<file path="src/rtl/wb_rr_arbiter.sv">
// Round-robin Wishbone arbiter: NM masters share one slave bus. A stall
// timeout aborts a hung transfer and returns a one-cycle error to the owner.
module wb_rr_arbiter #(
  parameter int NM = 2,
  parameter int AW = 32,
  parameter int DW = 128,
  parameter int TO = 255
) (
  input  logic                  clk,
  input  logic                  rst_n,
  input  logic [NM*AW-1:0]      m_wb_adr,
  input  logic [NM*(DW/8)-1:0]  m_wb_sel,
  input  logic [NM-1:0]         m_wb_we,
  input  logic [NM*DW-1:0]      m_wb_dat_i,
  output logic [NM*DW-1:0]      m_wb_dat_o,
  input  logic [NM-1:0]         m_wb_cyc,
  input  logic [NM-1:0]         m_wb_stb,
  output logic [NM-1:0]         m_wb_ack,
  output logic [NM-1:0]         m_wb_err,
  output logic [AW-1:0]         s_wb_adr,
  output logic [(DW/8)-1:0]     s_wb_sel,
  output logic                  s_wb_we,
  output logic [DW-1:0]         s_wb_dat_o,
  input  logic [DW-1:0]         s_wb_dat_i,
  output logic                  s_wb_cyc,
  output logic                  s_wb_stb,
  input  logic                  s_wb_ack,
  input  logic                  s_wb_err,
  output logic [NM-1:0]         o_grant
);

  localparam int SW = DW / 8;
  localparam int IW = (NM > 1) ? $clog2(NM) : 1;

  localparam logic [1:0] ST_IDLE  = 2'd0;
  localparam logic [1:0] ST_OWN   = 2'd1;
  localparam logic [1:0] ST_ABORT = 2'd2;

  logic [1:0]    state_q, state_d;
  logic [NM-1:0] grant_q, grant_d;
  logic [IW-1:0] last_q, last_d;
  logic [15:0]   cnt_q, cnt_d;

  logic          in_own, in_abort;
  logic          own_cyc, own_stb;
  logic          win_found;
  logic [IW-1:0] win_idx;
  int            cand;

  logic [AW-1:0] adr_arr [NM];
  logic [SW-1:0] sel_arr [NM];
  logic [DW-1:0] dat_arr [NM];

  assign in_own   = (state_q == ST_OWN);
  assign in_abort = (state_q == ST_ABORT);

  // last_q doubles as the current owner's index while a grant is held
  for (genvar gi = 0; gi < NM; gi++) begin : g_master
    assign adr_arr[gi] = m_wb_adr[gi*AW +: AW];
    assign sel_arr[gi] = m_wb_sel[gi*SW +: SW];
    assign dat_arr[gi] = m_wb_dat_i[gi*DW +: DW];
    assign m_wb_ack[gi] = in_own & grant_q[gi] & s_wb_ack;
    assign m_wb_err[gi] = grant_q[gi] & ((in_own & s_wb_err) | in_abort);
    assign m_wb_dat_o[gi*DW +: DW] = (in_own & grant_q[gi]) ? s_wb_dat_i : '0;
  end

  assign own_cyc = m_wb_cyc[last_q];
  assign own_stb = m_wb_stb[last_q];

  assign s_wb_cyc   = in_own & own_cyc;
  assign s_wb_stb   = in_own & own_stb;
  assign s_wb_we    = in_own & m_wb_we[last_q];
  assign s_wb_adr   = in_own ? adr_arr[last_q] : '0;
  assign s_wb_sel   = in_own ? sel_arr[last_q] : '0;
  assign s_wb_dat_o = in_own ? dat_arr[last_q] : '0;
  assign o_grant    = grant_q;

  always_comb begin
    win_found = 1'b0;
    win_idx   = last_q;
    cand      = 0;
    for (int k = 1; k <= NM; k++) begin
      cand = int'(last_q) + k;
      if (cand >= NM) cand = cand - NM;
      if (!win_found && m_wb_cyc[cand]) begin
        win_found = 1'b1;
        win_idx   = IW'(cand);
      end
    end
  end

  always_comb begin
    state_d = state_q;
    grant_d = grant_q;
    last_d  = last_q;
    cnt_d   = cnt_q;
    case (state_q)
      ST_IDLE: begin
        if (win_found) begin
          state_d          = ST_OWN;
          grant_d          = '0;
          grant_d[win_idx] = 1'b1;
          last_d           = win_idx;
          cnt_d            = '0;
        end
      end
      ST_OWN: begin
        if (!own_cyc) begin
          state_d = ST_IDLE;
          grant_d = '0;
          cnt_d   = '0;
        end else if (s_wb_ack || s_wb_err) begin
          cnt_d = '0;
        end else if (own_stb) begin
          // a response in the same cycle takes the branch above, so it wins
          cnt_d = cnt_q + 16'd1;
          if (cnt_d == 16'(TO)) state_d = ST_ABORT;
        end
      end
      ST_ABORT: begin
        state_d = ST_IDLE;
        grant_d = '0;
        cnt_d   = '0;
      end
      default: begin
        state_d = ST_IDLE;
        grant_d = '0;
        cnt_d   = '0;
      end
    endcase
  end

  always_ff @(posedge clk or negedge rst_n) begin
    if (!rst_n) begin
      state_q <= ST_IDLE;
      grant_q <= '0;
      last_q  <= IW'(NM - 1);
      cnt_q   <= '0;
    end else begin
      state_q <= state_d;
      grant_q <= grant_d;
      last_q  <= last_d;
      cnt_q   <= cnt_d;
    end
  end

endmodule

</file>
<file path="config.mk">
export PLATFORM = sky130hd
export DESIGN_NAME = wb_rr_arbiter
export DESIGN_NICKNAME = d
export VERILOG_FILES = /design/src/rtl/wb_rr_arbiter.sv
export SDC_FILE = /design/constraint.sdc
export NUM_CORES = 1
export LEC_CHECK = 0
export CORE_AREA = 4 4 357 359
export CTS_BUF_LIST = sky130_fd_sc_hd__clkbuf_8
export CTS_CLUSTER_DIAMETER = 30
export DETAILED_ROUTE_END_ITERATION = 8
export DIE_AREA = 0 0 361 363
export PLACE_DENSITY = 0.3
export SYNTH_ARGS = -nofsm -noshare
export SYNTH_HDL_FRONTEND = slang
export SYNTH_SLANG_ARGS = --single-unit
export TNS_END_PERCENT = 50
</file>
<file path="constraint.sdc">
create_clock -name clk -period 4.39 [get_ports clk]
set_input_delay 0.6585 -clock clk [delete_from_list [all_inputs] [get_ports clk]]
set_output_delay 0.6585 -clock clk [all_outputs]
set_load 0.005 [all_outputs]
</file>
-- Word level (Yosys, flattened, before mapping)
Index checks and enable logic that the tools add are counted.
- bitwise gates (word level): 12
- reduce and logical (&&, ||, !) cells: 9
- $add $sub $neg: 5
- equality and inequality tests: 9
- mux-type cells: 48
- magnitude comparators: 8
- operators with widths (cell ; number):
    two-way mux 128 bit ; 6
    two-way mux 32 bit ; 6
    two-way mux 16 bit ; 8
    less-than comparator 32 x 3 -> 1 bit, second input constant ; 2
    case mux 16 bit (2 select lines) ; 1
    two-way mux 1 bit ; 17
    adder 16 x 1 -> 16 bit, second input constant ; 1
    equality test 16 x 8 -> 1 bit, second input constant ; 1
    two-way mux 2 bit ; 7
    AND 1 bit ; 10
    case mux 2 bit (2 select lines) ; 2
    inequality test 3 x 2 -> 1 bit, second input constant ; 2
    AND reduction 2 bit ; 3
    >= comparator 2 bit, second input constant ; 2
    less-than comparator 1 x 2 -> 1 bit, second input constant ; 2
    inequality test 2 bit, second input constant ; 2
    inequality test 4 x 2 -> 1 bit, second input constant ; 1
    AND reduction 4 bit ; 1
    subtractor 3 x 2 -> 4 bit, second input constant ; 1
    adder 1 x 2 -> 3 bit, second input constant ; 1
    >= comparator 3 x 2 -> 1 bit, second input constant ; 1
    inequality test 3 bit, second input constant ; 1
    subtractor 2 x 2 -> 3 bit, second input constant ; 1
    adder 1 x 1 -> 2 bit, second input constant ; 1
    10 further kinds ; 11
- register bits: 21
- input port bits: 490

-- Longest topological paths before layout
- depth in word-level cells: 16
- gate-level depth with buffers: 8

-- Worst setup path after synthesis
Ideal clock, no wire load.
- path type: reg2out
- start point: register last_q
- end point: output port s_wb_adr[0]
- arrival time: 1674 ps
- required time: 3732 ps
- path buffers: 3
- path slack: 2057 ps
- cell stages (with the launch flop): 6
- cells stage by stage: dfstp_2 > buf_2 > clkbuf_1 > buf_1 > mux2i_1 > nor2_1
- word-level cells in the longest chain between the ends: 5
- RTL lines (what ; line ; text):
    from (decl) ; 41 ; logic [IW-1:0] last_q, last_d;
    from (signal assigned) ; 137 ; last_q <= IW'(NM - 1);
    from (signal assigned) ; 142 ; last_q <= last_d;
    NOT 1 -> 2 bit (implied by the code) ; 73 ; assign s_wb_adr = in_own ? adr_arr[last_q] : '0;
    two-way mux 32 bit (implied by the code) (3 in series) ; 73 ;
    two-way mux 32 bit ; 73 ;
    to (decl) ; 20 ; output logic [AW-1:0] s_wb_adr,
Every way passes these cells. The select of a mux whose other input is x is not followed.

-- Worst setup path in the final report
- start point: register last_q
- end point: output port s_wb_adr[21]
Same word-level chain as after synthesis.

==> impl_metrics.toml <==
[sta]
finalSetupViolCount = 0
relSlewSlack_pct = 21.1
fin_crit_ns = 4.03
whs_ns = 0.511
hold_viol = 0
fin_crit_sh_pct = 91.8
finalSetupTns_ns = 0
max_slew.worst_pin.slew_ns = 1.15
clock.fmax_ghz = 0.248
finalMaxSlewViolations = 0
rsz0062_at_grt = "no"
skew_ns = 0.00513

[placed_design]
place_hpwl_um = 94400
port_buffers = 930
gp_congestion = 0.946

[flow_run]
maxCapViolCount = 0

[global_route]
grt_use_met3_pct = 4.81
groute.layer.met1.usage_pct = 16.2
antenna_found_initial = 98
grt_start_max_net_pins = 112
grt_overflow = 0
met2_usage_pct = 27.6
grt_pass1_wl_um = 126000
track_usage_pct = 14.5
grt_pass1_vias = 11000
busiest_layer = "met2"

[setup_path]
cp.required_ns = 3.73
crit_arrival_ns = 3.37
startpoint_type = "register"
critPathTopFamily = "multiplexers"
setup.worst_path.end_class = "output port"
slowest_delay_ns = 0.99
worstPathMaxFanout = 48
timing.critical_path.cells = "buf_12 > mux2i_1 > nor2_1 > clkdlybuf4s50_1"
critPathBufInv = 2
path_class = "reg2out"
cp_slowest_cell = "mux2i_1"

[synthesis]
ys_async_sr_fraction_pct = 100
ys_types = 49
ys_seq_area_share_pct = 8.90
ys_ff_latch = 21
netlist_area_um2 = 5920
yosysWarnings = 0
synth_edf_count = 0
synth-main-ff-cell = "dfrtp_1"
synth_nets = 1378
syn_area_per_cell_um2 = 6.68
synth_cells = 886

[floorplan]
die_y_um = 363
die-area_um2 = 131000
rows = 129
core_area_um2 = 124000
fp.dieW_um = 361
io_pins = 931
initial_core_util_pct = 4.78

[drt]
wirelength_um = 102000
via_per_inst = 3.23
drt-initial-drc-count = 621
post-route-drc-count = 0
vias = 11000
wl_per_cell_um = 30.2
first_pass_iters = 5
postRouteAntennaNets = 0

[clocking]
cts.hold.buffers_added = 0
post-cts-setup-buffer-count = 0
cts_buffer_depth = 2
cts_root_buf = "clkbuf_8"
clock_latency_ns = 0.28
clkTransAtPathRegs_ns = 0.10
cts_tree = "yes"
cts-resized-gates = 0
cts_buffers = 3
h-tree-depth = 1
cts_sinks = 21

[cells_and_area]
final_cell_mix = "930 x clkdlybuf4s50_1, 259 x and3_1, 193 x nor2_1"
nets = 2232
areaGrowthSynthToFinish_pct = 191
layout-drive-gt1-share_pct = 2.76
final_common_cell = "clkdlybuf4s50_1"

[pwr]
vdd_ir_drop_max_v = 0.000234
leakage_uw = 0.00721
power_density_nw_per_um2 = 430

[run_status]
status = "finished clean"

[min_path]
min_path_type = "reg2reg"
## layout make-up
class                      count  area [µm²]
fill                       14200      107000
timing repair buffer         955        9570
multi-input combinational    754        4950
tap                         1637        2050
sequential                    21         538
antenna                       19        47.5
clock buffer                   3        41.3
inverter                       5        18.8
clock inverter                 1        5.00
## Yosys cell counts, types with 3 or more instances
cell	number	area (µm²)
mux2i_1	179	1790
a31oi_1	4	25.0
nor3_1	5	25.0
o21ai_0	27	135
o31ai_1	7	52.6
nand2_1	14	52.6
inv_1	5	18.8
and3_1	259	1620
xnor2_1	3	26.3
nand3_1	12	60.1
buf_1	12	45.0
nor2b_1	4	25.0
nor2_1	193	724
dfrtp_1	20	500
nand4_1	3	18.8
a21oi_1	9	45.0
clkbuf_1	89	334
## registers in the layout (all words and copies together), names as in the netlist
name,flops
cnt_q,16
last_q,1
o_grant,2
state_q,2
## logic make-up (layout without fill, tap and decap cells)
family          after synthesis  after routing  synth area share, %
simple gates                507            507                 45.0
fa+ha+maj                     2              2                0.423
buf+inv                     111            964                 7.59
flops                        21             21                 8.90
xor+xnor                      3              3                0.444
mux                         180            180                 30.5
compound gates               62             62                 7.09
other cells                   0             19                    0
## layer usage
metal  vias up  wire length, µm
li1       4876                -
met1      5261            39000
met2       636            53300
met3       160             8370
met4        46             1460
met5         -              319
## power by group
| group | internal [µW] | switching, µW |
|---|---|---|
| logic | 3460 | 3250 |
| registers | 222 | 323 |
| clock network | 63.9 | 86.0 |
## path summary, 6_finish.rpt
kind                           start            to  slack [ns]  cells after the start
max                           last_q  s_wb_adr[21]        0.36                      4
min                        cnt_q[15]     cnt_q[15]        0.51                      1
max reg2reg                   last_q     cnt_q[13]        1.49                      7
min reg2reg                cnt_q[15]     cnt_q[15]        0.51                      1
max in group asynchronous      rst_n        last_q        3.32                      2
min in group asynchronous      rst_n      cnt_q[1]        0.74                      2
## metrics by stage
stage               power [µW]  instances  util, %  cell area [µm²]  setup slack [ns]
floorplan                 2790        886        -             5920              2.06
global placement          7420       3372     13.8            17100             0.818
detailed placement        7420       3372     13.8            17100             0.749
CTS                       7590       3376     13.9            17200             0.420
global route              7840       3379     13.9            17200             0.344
finish                    7410       3395     13.9            17200             0.359
Power figures use the tool's default switching activity.
